[src/rtl/servclone10_wb_arbiter_if.sv]
// ---------------------------------------------------------------------------
// servclone10_wb_arbiter_if
//   Bundle of the three Wishbone master ports, the shared slave port and the
//   arbiter status outputs.
//
//   Master N (0 = ibus, 1 = dbus, 2 = aux):
//     i_mN_adr/dat/sel/we/cyc  request from master N
//     o_mN_rdt/ack             read data and completion pulse to master N
//   Shared slave:
//     o_s_adr/dat/sel/we/cyc   muxed request towards memory
//     i_s_rdt/ack              memory read data and acknowledge
//   Status:
//     o_grant                  index of granted master, 3 = none
//     o_timeout                sticky flag, a transfer was aborted
//
//   modport slave  : the arbiter's view (it serves the masters)
//   modport master : the view of the environment (masters + memory)
// ---------------------------------------------------------------------------
interface servclone10_wb_arbiter_if;
  logic [31:0] i_m0_adr, i_m1_adr, i_m2_adr;
  logic [31:0] i_m0_dat, i_m1_dat, i_m2_dat;
  logic [3:0]  i_m0_sel, i_m1_sel, i_m2_sel;
  logic        i_m0_we,  i_m1_we,  i_m2_we;
  logic        i_m0_cyc, i_m1_cyc, i_m2_cyc;
  logic [31:0] o_m0_rdt, o_m1_rdt, o_m2_rdt;
  logic        o_m0_ack, o_m1_ack, o_m2_ack;

  logic [31:0] o_s_adr;
  logic [31:0] o_s_dat;
  logic [3:0]  o_s_sel;
  logic        o_s_we;
  logic        o_s_cyc;
  logic [31:0] i_s_rdt;
  logic        i_s_ack;

  logic [1:0]  o_grant;
  logic        o_timeout;

  modport slave (
    input  i_m0_adr, i_m1_adr, i_m2_adr,
    input  i_m0_dat, i_m1_dat, i_m2_dat,
    input  i_m0_sel, i_m1_sel, i_m2_sel,
    input  i_m0_we,  i_m1_we,  i_m2_we,
    input  i_m0_cyc, i_m1_cyc, i_m2_cyc,
    output o_m0_rdt, o_m1_rdt, o_m2_rdt,
    output o_m0_ack, o_m1_ack, o_m2_ack,
    output o_s_adr, o_s_dat, o_s_sel, o_s_we, o_s_cyc,
    input  i_s_rdt, i_s_ack,
    output o_grant, o_timeout
  );

  modport master (
    output i_m0_adr, i_m1_adr, i_m2_adr,
    output i_m0_dat, i_m1_dat, i_m2_dat,
    output i_m0_sel, i_m1_sel, i_m2_sel,
    output i_m0_we,  i_m1_we,  i_m2_we,
    output i_m0_cyc, i_m1_cyc, i_m2_cyc,
    input  o_m0_rdt, o_m1_rdt, o_m2_rdt,
    input  o_m0_ack, o_m1_ack, o_m2_ack,
    input  o_s_adr, o_s_dat, o_s_sel, o_s_we, o_s_cyc,
    output i_s_rdt, i_s_ack,
    input  o_grant, o_timeout
  );
endinterface

[src/rtl/servclone10_wb_arbiter.sv]
// ---------------------------------------------------------------------------
// servclone10_wb_arbiter
//   Three-master round-robin Wishbone arbiter in front of a single memory
//   port. A two-state FSM (IDLE/GRANT) registers the winner, then muxes that
//   master onto the slave port combinationally and routes the slave ack back
//   to it. Every grant is followed by one IDLE cycle.
//
//   Ports:
//     wb_clk    clock, rising edge
//     wb_rst_n  asynchronous active-low reset
//     bus       servclone10_wb_arbiter_if.slave (master ports, slave port,
//               o_grant, o_timeout)
//
//   Parameter:
//     TIMEOUT   GRANT wait cycles before a transfer is aborted (timeout
//               build only)
//
//   Build option:
//     SERVCLONE10_ARB_TIMEOUT_EN  when defined, a stalled transfer is
//     terminated with a zero-data ack after TIMEOUT cycles and the sticky
//     o_timeout flag is raised. When undefined, GRANT waits forever and
//     o_timeout is tied low.
// ---------------------------------------------------------------------------
module servclone10_wb_arbiter #(
  parameter int TIMEOUT = 255
) (
  input  logic                           wb_clk,
  input  logic                           wb_rst_n,
  servclone10_wb_arbiter_if.slave        bus
);

  typedef enum logic {IDLE = 1'b0, GRANT = 1'b1} state_t;

  localparam logic [1:0] NONE = 2'd3;

  state_t      state, state_nxt;
  logic [1:0]  grant, grant_nxt;
  logic [1:0]  last_grant, last_grant_nxt;
  logic [2:0]  req;
  logic [2:0]  pick;
  logic        cyc_g;
  logic        ack_g;
  logic        tmo_hit;
  logic [31:0] adr_g, dat_g;
  logic [3:0]  sel_g;
  logic        we_g;

  // Round-robin search starting at last+1 (mod 3). Returns {found, index}.
  function automatic logic [2:0] rr_pick(input logic [2:0] r, input logic [1:0] last);
    logic [2:0] res;
    logic [1:0] idx;
    res = 3'b000;
    idx = last;
    for (int k = 0; k < 3; k++) begin
      idx = (idx >= 2'd2) ? 2'd0 : idx + 2'd1;
      if (!res[2] && r[idx]) res = {1'b1, idx};
    end
    return res;
  endfunction

  assign req  = {bus.i_m2_cyc, bus.i_m1_cyc, bus.i_m0_cyc};
  assign pick = rr_pick(req, last_grant);

  // Signals of the currently granted master.
  always_comb begin
    adr_g = '0;
    dat_g = '0;
    sel_g = '0;
    we_g  = 1'b0;
    cyc_g = 1'b0;
    case (grant)
      2'd0: begin
        adr_g = bus.i_m0_adr; dat_g = bus.i_m0_dat; sel_g = bus.i_m0_sel;
        we_g  = bus.i_m0_we;  cyc_g = bus.i_m0_cyc;
      end
      2'd1: begin
        adr_g = bus.i_m1_adr; dat_g = bus.i_m1_dat; sel_g = bus.i_m1_sel;
        we_g  = bus.i_m1_we;  cyc_g = bus.i_m1_cyc;
      end
      2'd2: begin
        adr_g = bus.i_m2_adr; dat_g = bus.i_m2_dat; sel_g = bus.i_m2_sel;
        we_g  = bus.i_m2_we;  cyc_g = bus.i_m2_cyc;
      end
      default: ;
    endcase
  end

`ifdef SERVCLONE10_ARB_TIMEOUT_EN
  localparam logic [7:0] TMO_LIMIT = 8'(TIMEOUT);

  logic [7:0] tmo_cnt;
  logic       timeout_q;

  // A real ack in the same cycle as the limit wins over the abort.
  assign tmo_hit = (state == GRANT) && cyc_g && !bus.i_s_ack && (tmo_cnt == TMO_LIMIT);

  // Counter runs only while GRANT persists, so it is zero on every entry.
  always_ff @(posedge wb_clk or negedge wb_rst_n) begin
    if (!wb_rst_n) begin
      tmo_cnt   <= '0;
      timeout_q <= 1'b0;
    end else begin
      if ((state == GRANT) && (state_nxt == GRANT)) tmo_cnt <= tmo_cnt + 8'd1;
      else                                          tmo_cnt <= '0;
      if (tmo_hit) timeout_q <= 1'b1;
    end
  end

  assign bus.o_timeout = timeout_q;
`else
  logic [7:0] tmo_unused;
  assign tmo_unused    = 8'(TIMEOUT);
  assign tmo_hit       = 1'b0;
  assign bus.o_timeout = 1'b0;
`endif

  always_ff @(posedge wb_clk or negedge wb_rst_n) begin
    if (!wb_rst_n) begin
      state      <= IDLE;
      grant      <= NONE;
      last_grant <= 2'd2;
    end else begin
      state      <= state_nxt;
      grant      <= grant_nxt;
      last_grant <= last_grant_nxt;
    end
  end

  always_comb begin
    state_nxt      = state;
    grant_nxt      = grant;
    last_grant_nxt = last_grant;
    ack_g          = 1'b0;
    bus.o_s_adr    = '0;
    bus.o_s_dat    = '0;
    bus.o_s_sel    = '0;
    bus.o_s_we     = 1'b0;
    bus.o_s_cyc    = 1'b0;
    bus.o_grant    = NONE;
    case (state)
      IDLE: begin
        if (pick[2]) begin
          state_nxt = GRANT;
          grant_nxt = pick[1:0];
        end
      end
      GRANT: begin
        bus.o_grant = grant;
        bus.o_s_adr = adr_g;
        bus.o_s_dat = dat_g;
        bus.o_s_sel = sel_g;
        bus.o_s_we  = we_g;
        bus.o_s_cyc = cyc_g && !tmo_hit;
        if (!cyc_g) begin
          // Master gave up: abort silently.
          state_nxt      = IDLE;
          last_grant_nxt = grant;
        end else if (bus.i_s_ack || tmo_hit) begin
          ack_g          = 1'b1;
          state_nxt      = IDLE;
          last_grant_nxt = grant;
        end
      end
      default: state_nxt = IDLE;
    endcase
  end

  assign bus.o_m0_ack = ack_g && (grant == 2'd0);
  assign bus.o_m1_ack = ack_g && (grant == 2'd1);
  assign bus.o_m2_ack = ack_g && (grant == 2'd2);

  // Read data is broadcast; a timed-out transfer returns zero.
  assign bus.o_m0_rdt = tmo_hit ? 32'd0 : bus.i_s_rdt;
  assign bus.o_m1_rdt = tmo_hit ? 32'd0 : bus.i_s_rdt;
  assign bus.o_m2_rdt = tmo_hit ? 32'd0 : bus.i_s_rdt;

endmodule

[src/flat_wrapper.sv]
// flat-port wrapper written by rule: the top's interface ports become plain ports
module servclone10_wb_arbiter_flat 
#(
  parameter int TIMEOUT = 255
)
  (wb_clk, wb_rst_n, bus_i_m0_adr, bus_i_m1_adr, bus_i_m2_adr, bus_i_m0_dat, bus_i_m1_dat, bus_i_m2_dat, bus_i_m0_sel, bus_i_m1_sel, bus_i_m2_sel, bus_i_m0_we, bus_i_m1_we, bus_i_m2_we, bus_i_m0_cyc, bus_i_m1_cyc, bus_i_m2_cyc, bus_o_m0_rdt, bus_o_m1_rdt, bus_o_m2_rdt, bus_o_m0_ack, bus_o_m1_ack, bus_o_m2_ack, bus_o_s_adr, bus_o_s_dat, bus_o_s_sel, bus_o_s_we, bus_o_s_cyc, bus_i_s_rdt, bus_i_s_ack, bus_o_grant, bus_o_timeout);
  servclone10_wb_arbiter_if bus_i ();
  input  logic wb_clk;
  input  logic wb_rst_n;
  input wire logic [$bits(bus_i.i_m0_adr)-1:0] bus_i_m0_adr;
  input wire logic [$bits(bus_i.i_m1_adr)-1:0] bus_i_m1_adr;
  input wire logic [$bits(bus_i.i_m2_adr)-1:0] bus_i_m2_adr;
  input wire logic [$bits(bus_i.i_m0_dat)-1:0] bus_i_m0_dat;
  input wire logic [$bits(bus_i.i_m1_dat)-1:0] bus_i_m1_dat;
  input wire logic [$bits(bus_i.i_m2_dat)-1:0] bus_i_m2_dat;
  input wire logic [$bits(bus_i.i_m0_sel)-1:0] bus_i_m0_sel;
  input wire logic [$bits(bus_i.i_m1_sel)-1:0] bus_i_m1_sel;
  input wire logic [$bits(bus_i.i_m2_sel)-1:0] bus_i_m2_sel;
  input wire logic [$bits(bus_i.i_m0_we)-1:0] bus_i_m0_we;
  input wire logic [$bits(bus_i.i_m1_we)-1:0] bus_i_m1_we;
  input wire logic [$bits(bus_i.i_m2_we)-1:0] bus_i_m2_we;
  input wire logic [$bits(bus_i.i_m0_cyc)-1:0] bus_i_m0_cyc;
  input wire logic [$bits(bus_i.i_m1_cyc)-1:0] bus_i_m1_cyc;
  input wire logic [$bits(bus_i.i_m2_cyc)-1:0] bus_i_m2_cyc;
  output wire logic [$bits(bus_i.o_m0_rdt)-1:0] bus_o_m0_rdt;
  output wire logic [$bits(bus_i.o_m1_rdt)-1:0] bus_o_m1_rdt;
  output wire logic [$bits(bus_i.o_m2_rdt)-1:0] bus_o_m2_rdt;
  output wire logic [$bits(bus_i.o_m0_ack)-1:0] bus_o_m0_ack;
  output wire logic [$bits(bus_i.o_m1_ack)-1:0] bus_o_m1_ack;
  output wire logic [$bits(bus_i.o_m2_ack)-1:0] bus_o_m2_ack;
  output wire logic [$bits(bus_i.o_s_adr)-1:0] bus_o_s_adr;
  output wire logic [$bits(bus_i.o_s_dat)-1:0] bus_o_s_dat;
  output wire logic [$bits(bus_i.o_s_sel)-1:0] bus_o_s_sel;
  output wire logic [$bits(bus_i.o_s_we)-1:0] bus_o_s_we;
  output wire logic [$bits(bus_i.o_s_cyc)-1:0] bus_o_s_cyc;
  input wire logic [$bits(bus_i.i_s_rdt)-1:0] bus_i_s_rdt;
  input wire logic [$bits(bus_i.i_s_ack)-1:0] bus_i_s_ack;
  output wire logic [$bits(bus_i.o_grant)-1:0] bus_o_grant;
  output wire logic [$bits(bus_i.o_timeout)-1:0] bus_o_timeout;
  assign bus_i.i_m0_adr = bus_i_m0_adr;
  assign bus_i.i_m1_adr = bus_i_m1_adr;
  assign bus_i.i_m2_adr = bus_i_m2_adr;
  assign bus_i.i_m0_dat = bus_i_m0_dat;
  assign bus_i.i_m1_dat = bus_i_m1_dat;
  assign bus_i.i_m2_dat = bus_i_m2_dat;
  assign bus_i.i_m0_sel = bus_i_m0_sel;
  assign bus_i.i_m1_sel = bus_i_m1_sel;
  assign bus_i.i_m2_sel = bus_i_m2_sel;
  assign bus_i.i_m0_we = bus_i_m0_we;
  assign bus_i.i_m1_we = bus_i_m1_we;
  assign bus_i.i_m2_we = bus_i_m2_we;
  assign bus_i.i_m0_cyc = bus_i_m0_cyc;
  assign bus_i.i_m1_cyc = bus_i_m1_cyc;
  assign bus_i.i_m2_cyc = bus_i_m2_cyc;
  assign bus_o_m0_rdt = bus_i.o_m0_rdt;
  assign bus_o_m1_rdt = bus_i.o_m1_rdt;
  assign bus_o_m2_rdt = bus_i.o_m2_rdt;
  assign bus_o_m0_ack = bus_i.o_m0_ack;
  assign bus_o_m1_ack = bus_i.o_m1_ack;
  assign bus_o_m2_ack = bus_i.o_m2_ack;
  assign bus_o_s_adr = bus_i.o_s_adr;
  assign bus_o_s_dat = bus_i.o_s_dat;
  assign bus_o_s_sel = bus_i.o_s_sel;
  assign bus_o_s_we = bus_i.o_s_we;
  assign bus_o_s_cyc = bus_i.o_s_cyc;
  assign bus_i.i_s_rdt = bus_i_s_rdt;
  assign bus_i.i_s_ack = bus_i_s_ack;
  assign bus_o_grant = bus_i.o_grant;
  assign bus_o_timeout = bus_i.o_timeout;
  servclone10_wb_arbiter #(.TIMEOUT(TIMEOUT)) u_core (.wb_clk(wb_clk), .wb_rst_n(wb_rst_n), .bus(bus_i));
endmodule
[config.mk]
export PLATFORM = sky130hd
export DESIGN_NAME = servclone10_wb_arbiter_flat
export DESIGN_NICKNAME = d
export VERILOG_FILES = /design/src/rtl/servclone10_wb_arbiter_if.sv /design/src/rtl/servclone10_wb_arbiter.sv /design/src/flat_wrapper.sv
export SDC_FILE = /design/constraint.sdc
export NUM_CORES = 1
export LEC_CHECK = 0
export ABC_CLOCK_PERIOD_IN_PS = 1700
export BUFFER_PORTS_ARGS = -buffer_cell sky130_fd_sc_hd__clkbuf_2
export CORE_AREA = 3 3 163 165
export CTS_CLUSTER_SIZE = 20
export DETAILED_ROUTE_END_ITERATION = 12
export DIE_AREA = 0 0 166 168
export PLACE_DENSITY = 0.36
export SLEW_MARGIN = 20
export SYNTH_ARGS = -nofsm -noshare
export SYNTH_HDL_FRONTEND = slang
export SYNTH_SLANG_ARGS = --single-unit
[constraint.sdc]
create_clock -name wb_clk -period 1.7 [get_ports wb_clk]
set_input_delay 0.17 -clock wb_clk [delete_from_list [all_inputs] [get_ports wb_clk]]
set_output_delay 0.17 -clock wb_clk [all_outputs]
set_load 0.02 [all_outputs]
# Word-level counts from Yosys, hierarchy flattened
# Index checks and enable logic that the tools add are counted.
[word_totals] register_bits=5 input_bits=245 output_inout_bits=172 word_cells=58
[classes] add_sub_neg=3 magnitude_cmp=6 n_eq_ne=3 muxes=32 bitwise=1 n_reduce_logical=10
[ops] operator="$pmux W32 S3" n=2
[ops] operator="$mux W32" n=2
[ops] operator="$mux W2" n=6
[ops] operator="$pmux W4 S3" n=1
[ops] operator="$mux W1" n=11
[ops] operator="$lt A2 B3 Y1 const B" n=3
[ops] operator="$mux W3" n=3
[ops] operator="$add A2 B1 Y2 const B" n=3
[ops] operator="$bmux W1 S2" n=3
[ops] operator="$ge A2 B2 Y1 const B" n=3
[ops] operator="$pmux W1 S3" n=2
[ops] operator="$logic_and A1 B1 Y1" n=5
[ops] operator="$mux W4" n=1
[ops] operator="$reduce_and A2 Y1" n=2
[ops] operator="$eq A2 B1 Y1 const B" n=1
[ops] operator="$eq A2 B2 Y1 const B" n=1
[ops] operator="$logic_not A1 Y1" n=2
[ops] operator="$logic_not A2 Y1" n=1
[ops] operator="$ne A2 B2 Y1 const B" n=1
[ops] operator="$pmux W1 S2" n=1
[ops] operator="$not A1 Y1" n=1

# Depth between registers and ports, before layout
# Gate-level depths: netlist of run 1.
[logic_depth] depth_word=13 depth_mapped=6 depth_no_buf=3

# Least setup slack after synthesis of run 1
# OpenSTA, ideal clock, no wires.
[synth_timing] path_type="register -> output" from="reg u_core.grant[0]" to="out bus_o_m1_ack" arrival_ps=1693 required_time_ps=1530 slack_ps=-163 path_stages_with_launch=7 cell_sequence="dfstp_2 > clkbuf_1 > nor2b_1 > buf_2 > buf_2 > nand2_1 > nor3_1"
[synth_between] elab_chain_len=5 word_cells_on_any_way=7
[synth_lines] element="start: declaration" line="servclone10_wb_arbiter.sv:37" text="logic [1:0] grant, grant_nxt;"
[synth_lines] element="start signal: assignment" line="servclone10_wb_arbiter.sv:124" text="grant <= grant_nxt;"
[synth_lines] element="$eq A2 B2 Y1, or another cell as far along" line="servclone10_wb_arbiter.sv:71" text="case (grant)"
[synth_lines] element="$pmux W1 S3" line="servclone10_wb_arbiter.sv:71"
[synth_lines] element="$mux W1" line="servclone10_wb_arbiter.sv:154" text="if (!cyc_g) begin"
[synth_lines] element="$mux W1" line="servclone10_wb_arbiter.sv:140" text="case (state)"
[synth_lines] element="$logic_and A1 B1 Y1 (*)" line="servclone10_wb_arbiter.sv:169" text="assign bus.o_m1_ack = ack_g && (grant == 2'd1);"
[synth_lines] element="end: declaration" line="flat_wrapper.sv:29" text="output wire logic [$bits(bus_i.o_m1_ack)-1:0] bus_o_m1_ack;"
# Every way passes the cells marked *; elsewhere a longest branch is shown, timed or not.

# Final worst setup path of run 1
[layout_timing] from="reg u_core.grant[1]" to="out bus_o_s_adr[25]"
[layout_between] elab_chain_len=3 word_cells_on_any_way=5
[layout_lines] element="$eq A2 B2 Y1, or another cell as far along" line="servclone10_wb_arbiter.sv:71"
[layout_lines] element="$pmux W32 S3 (*)" line="servclone10_wb_arbiter.sv:71"
[layout_lines] element="$mux W32 (*)" line="servclone10_wb_arbiter.sv:140"
[layout_lines] element="end: declaration" line="flat_wrapper.sv:31" text="output wire logic [$bits(bus_i.o_s_adr)-1:0] bus_o_s_adr;"
# Marks and branches as above.

==> metrics.cfg, run 1 <==
[synth]
synth_cells = 440
synth_edf_count = 0
synthMuxAreaShare_pct = 27.8
synth_ff_type = dfstp_2
yosys-top-cells-area = mux2_2, buf_4, nand2_1
syn-cell-area_sq_um = 2840
yosys.area.top_type = mux2_2
syn_nets = 685
async_flop_share_pct = 100
yosysSeqAreaShare_pct = 4.55
synth.avg_cell_area_sq_um = 6.44
synth_compound_area_share_pct = 15.6
synthDistinctLibCells = 27
synth_fa_ha_area_share_pct = 0
synth_simple_gate_area_share_pct = 20.7
synth_top_area_share_pct = 27.4
yosys_warnings = 0
synth_top_family_by_area = buffers and inverters
synth_xor_area_share_pct = 0
synth_seq_cells = 5

[drt]
route.detailed.drc = 0
vias = 3467
vias_per_cell = 3.66
wl_per_cell_um = 13.2
drt-initial-drc-count = 68
ant_nets = 0
wirelength_mm = 12.5
drtPass1Iterations = 4

[placed_design]
dp.cells = 941
routabilityCongestion = 0.764
dpl_cell_area_sq_um = 4290
portBuffers = 287
dp_hpwl_mm = 10.4

[sta]
period_needed_ps = 1990
setup_viol_count_final = 73
slew_violations = 0
fmax_mhz = 502
clock_skew_ps = 1.66
hold_violations = 0
layout_setup_ws_ps = -291
timing.final.crit_share_pct = 117
rsz0062_at_grt = true
hold_slack_ps = 216

[clock_network]
postCtsSetupRepairBufs = 0
clkLatencyLatePin_ps = 230
cts.reportedPaths.clkPinSlew_ps = 30
cts.sinks = 5
h-tree-depth = 1
numCtsBuffers = 3
cts_root_buf = clkbuf_16
cts_tree = done
clockBufferDepth = 2

[cells_and_area]
fillCellCount = 2885
area.growth.synth_to_final_pct = 55.6
design_area_sq_um = 4410
final_cell_mix = clkbuf_2, nand2_1, mux2_2, a21oi_2, buf_4
drive_gt1_share_pct = 73.1
stdcell_count = 947
fin_nets = 862
final_common_cell = clkbuf_2

[worst_setup_path]
criticalPathCategory = register to output pin
crit_path_end_kind = output pin
path_cells = buf_16 > mux2_2 > nand2_2 > a21oi_2 > buf_2
path_max_fanout = 35
slowest_stage = dfstp_4
cpPeakStageDelay_ps = 660
cp.required_ps = 1530
arrival_ps = 1820
critPathLaunchType = register

[power]
vdd_ir_drop_max_mv = 0.471
leakagePower_nw = 2.15
power_density_nw_per_um2 = 1480

[min_path]
min_path_type = input pin to register

[global_route]
antenna_found_initial = 1
grt_max_degree = 47
grt_pass1_vias = 3673
overflow = 0
track_usage_pct = 8.46
grt_pass1_wl_mm = 19.4

[floorplan]
num_rows = 58
die_w_um = 166
io-pin-count = 417
core_sq_um = 25200
die_area_sq_um = 27900
die_y_um = 168
start_util_pct = 11.3

[run_status]
outcome = finished, violations left
violations = setup timing

[run]
maxCapViolations = 0

state kept, by name, summed over array words and instances, names as in the netlist:
signal             flops
u_core.last_grant      2
u_core.state           1
u_core.grant           2
power by group:
part           total [mW]  internal [mW]  switching, mW
clock               0.393          0.311         0.0816
combinational        5.85           2.32           3.52
sequential          0.284          0.208         0.0756
total                6.52           2.84           3.68
kinds of logic after synthesis:
kind of cell	after synthesis
DFF	5
and+or+nand+nor	150
muxes	70
other	1
buffers and inverters	133
AOI/OAI and AO/OA	81
cells in the mapped netlist, types with 2 or more instances:
cell        n
nand2_1   141
buf_4      98
a21oi_1    69
mux2_2     69
buf_2      16
clkbuf_1    9
buf_1       6
dfstp_2     3
inv_1       3
nor2_1      3
nor2b_1     3
a32o_1      2
dfrtp_1     2
o22a_1      2
o31ai_1     2
metrics by stage:
stage | worst slack [ps] | TNS (ps) | power, mW | utilization (%)
after floorplan | -23.7 | -47.4 | 4.51 | -
final | -291 | -18730 | 6.52 | 17.5
after detailed placement | -71.5 | -1290 | 6.19 | 17.0
after CTS | -307 | -19370 | 6.63 | 17.4
after global placement | -53.9 | -1190 | 6.24 | 17.0
after global routing | -348 | -23110 | 7.07 | 17.5
critical path: cells and delay by family (launching register included):
kind / cells / cell delay [ps]
flip-flops: 1 / 660
buffers and inverters: 2 / 370
multiplexers: 1 / 370
AND/OR/NAND/NOR: 1 / 80
AO/OA/AOI/OAI: 1 / 40
layout make-up:
class,instances,area [sq um],share of cell area [%]
Tap cell,330,413,9.36
Antenna cell,1,2.50,0.0567
Sequential cell,5,133,3.01
Clock buffer,4,78.8,1.79
Multi-Input combinational cell,302,2100,47.5
Timing Repair Buffer,301,1670,37.9
Inverter,4,17.5,0.397
worst paths after layout:
path	cells past startpoint	start	to	slack, ps
min in group asynchronous	2	wb_rst_n	u_core.state	340
min	2	bus_i_s_ack	u_core.state	220
min reg2reg	1	u_core.last_grant[0]	u_core.last_grant[0]	520
max	5	u_core.grant[1]	bus_o_s_adr[25]	-290
max in group asynchronous	2	wb_rst_n	u_core.grant[0]	1110
max reg2reg	4	u_core.grant[1]	u_core.last_grant[0]	160
metal layers:
layer  vias to the layer above  wire, um  global-route usage, %
met4                         0       489                   3.40
met3                        42      1330                   2.86
met1                      1498      4320                   8.38
met2                       219      6380                   16.2
met5                         -         0                      0
li1                       1708         -                      -
timing repair:
item,4_1_cts,5_1_grt
endpoints found under the hold margin,2,0
resized for setup,3,21
hold buffers,1,0
endpoints found under the setup margin,73,75
pin swaps,0,0
Note: power is estimated with default switching activity, not from simulation.
==> run 2, diff against run 1 <==
GPL_TIMING_DRIVEN = 0   (was default)
==> run 2 against run 1 <==
The flow still finishes with violations (setup timing). Register-to-register slack got worse by 20 ps. Sequential share of layout area shrank 0.99 points. Final cell count up 23%. Fmax is 0.58% higher. Global-route usage is 2.3 points higher. Highest routed layer unchanged.
==> metrics.cfg, run 2 (synthesis results as in run 1) <==
[sta]
clock_skew_ps = 0.693
fmax_mhz = 505
setup_viol_count_final = 73
hold_violations = 0
rsz0062_at_grt = true
hold_slack_ps = 212
worst-slew-pin-transition_ps = 682
timing.final.crit_share_pct = 116
period_needed_ps = 1980
finalSetupTns_ps = -14920
layout_setup_ws_ps = -279
slew_violations = 0
relSlewSlack_pct = 54.6

[run_status]
violations = setup timing
outcome = finished, violations left

[floorplan]
die_area_sq_um = 27900
start_util_pct = 11.3
num_rows = 58
die_w_um = 166
die_y_um = 168
io-pin-count = 417
core_sq_um = 25200

[power]
p_int_mw = 4.15
power_frac_comb_pct = 92.4
fin_total_pwr_mw = 8.60
leakagePower_nw = 3.37
power_density_nw_per_um2 = 1350
pwr-share-clk_pct = 4.5
vdd_ir_drop_max_mv = 0.402
swShare_pct = 51.7
p_switching_mw = 4.45
share_seq_of_total_power_pct = 3.2

[global_route]
overflow = 0
grt_pass1_wl_mm = 24.2
antenna_found_initial = 0
track_usage_pct = 10.7
grt_pass1_vias = 4284
grt_max_degree = 11

[drt]
drt-initial-drc-count = 91
drtPass1Iterations = 4
vias_per_cell = 3.68
ant_nets = 0
wirelength_mm = 16.9
route.detailed.drc = 0
vias = 4284
wl_per_cell_um = 14.5

[clock_network]
h-tree-depth = 1
cts.sinks = 5
cts_root_buf = clkbuf_16
cts.reportedPaths.clkPinSlew_ps = 30
clkLatencyLatePin_ps = 220
clockBufferDepth = 2
numCtsBuffers = 3
cts_tree = done

[min_path]
min_path_type = input pin to register
hold_depth = 2

[cells_and_area]
fin_nets = 1081
design_area_sq_um = 6390
top_regs = u_core.grant (2), u_core.last_grant (2), u_core.state (1)
drive_gt1_share_pct = 85.1
final_util_pct = 25.4
stdcell_count = 1165
final_common_cell = clkbuf_2
final_cell_mix = clkbuf_2, buf_4, nand2_1, a21oi_2, buf_6
diodes = 0
fillCellCount = 2865
area.growth.synth_to_final_pct = 125

[worst_setup_path]
crit_path_end_kind = output pin
setup.worst_path.start = u_core.grant[1]
cp.required_ps = 1530
arrival_ps = 1810
crit_end = bus_o_m2_ack
r2r_setup_slack_ps = 140
path_max_fanout = 5
r2r-start = u_core.grant[1]
path_cells = buf_12 > mux2i_4 > or4b_4 > nor2_2 > buf_4
critPathLaunchType = register
slowest_stage = dfstp_2
criticalPathCategory = register to output pin
cpPeakStageDelay_ps = 580
r2r.worst_path.cells = 5
rr_endpoint = u_core.state

[placed_design]
dp_hpwl_mm = 14.3
dpl_cell_area_sq_um = 5430
place_worst_setup_slack_ps = -668
portBuffers = 383
dp.cells = 1153
routabilityCongestion = 0.732

[run]
maxCapViolations = 0

==> run 2: changes by cell type in the layout (fill, tap and decap cells not counted), sizes merged <==
cell and change:
buf +150, clkbuf +69, diode -1
==> run 2: final cells by class <==
type	instances	area (sq um)	area share, %
inverter	4	15.0	0.235
timing repair buffer	392	2310	36.2
sequential	5	129	2.02
clock buffer	4	78.8	1.23
buffer	128	1060	16.6
multi-input combinational	302	2370	37.2
tap	330	413	6.46
==> run 2: routing by layer <==
layer,vias up,wire [um],GRT usage (%)
li1,2151,-,-
met1,1914,6210,12.3
met2,213,9250,20.8
met3,6,1360,2.93
met4,0,57,0.506
met5,-,0,0
==> run 2: power groups by stage <==
stage | Combinational (mW) | Clock (mW) | Sequential, mW
3_5_place_dp | 6.31 | 0 | 0.255
3_3_place_gp | 6.36 | 0 | 0.258
4_1_cts | 6.68 | 0.389 | 0.266
6_report | 7.94 | 0.383 | 0.273
2_1_floorplan | 4.27 | 0 | 0.235
5_1_grt | 8.55 | 0.402 | 0.282
==> run 2: critical path: cells and delay by family (launching register included) <==
kind,cells,cell delay [ps]
AND/OR/NAND/NOR,2,610
multiplexers,1,80
buffers and inverters,2,310
flip-flops,1,580
==> run 2: worst min path at each step <==
stage,start,end
2_1_floorplan,wb_rst_n,u_core.last_grant[0]
3_3_place_gp,wb_rst_n,u_core.last_grant[0]
3_5_place_dp,wb_rst_n,u_core.last_grant[0]
4_1_cts,bus_i_s_ack,u_core.state
5_1_grt,bus_i_s_ack,u_core.state
6_report,bus_i_s_ack,u_core.state
==> run 2: what timing repair did <==
action                                  in CTS  in global routing
pin swaps                                    1                  1
hold buffers                                 1                  0
gates cloned                                 0                  2
hold endpoints to repair                     5                  0
resized for setup                           55                249
endpoints found under the setup margin      76                 74
buffers inserted                             4                  2
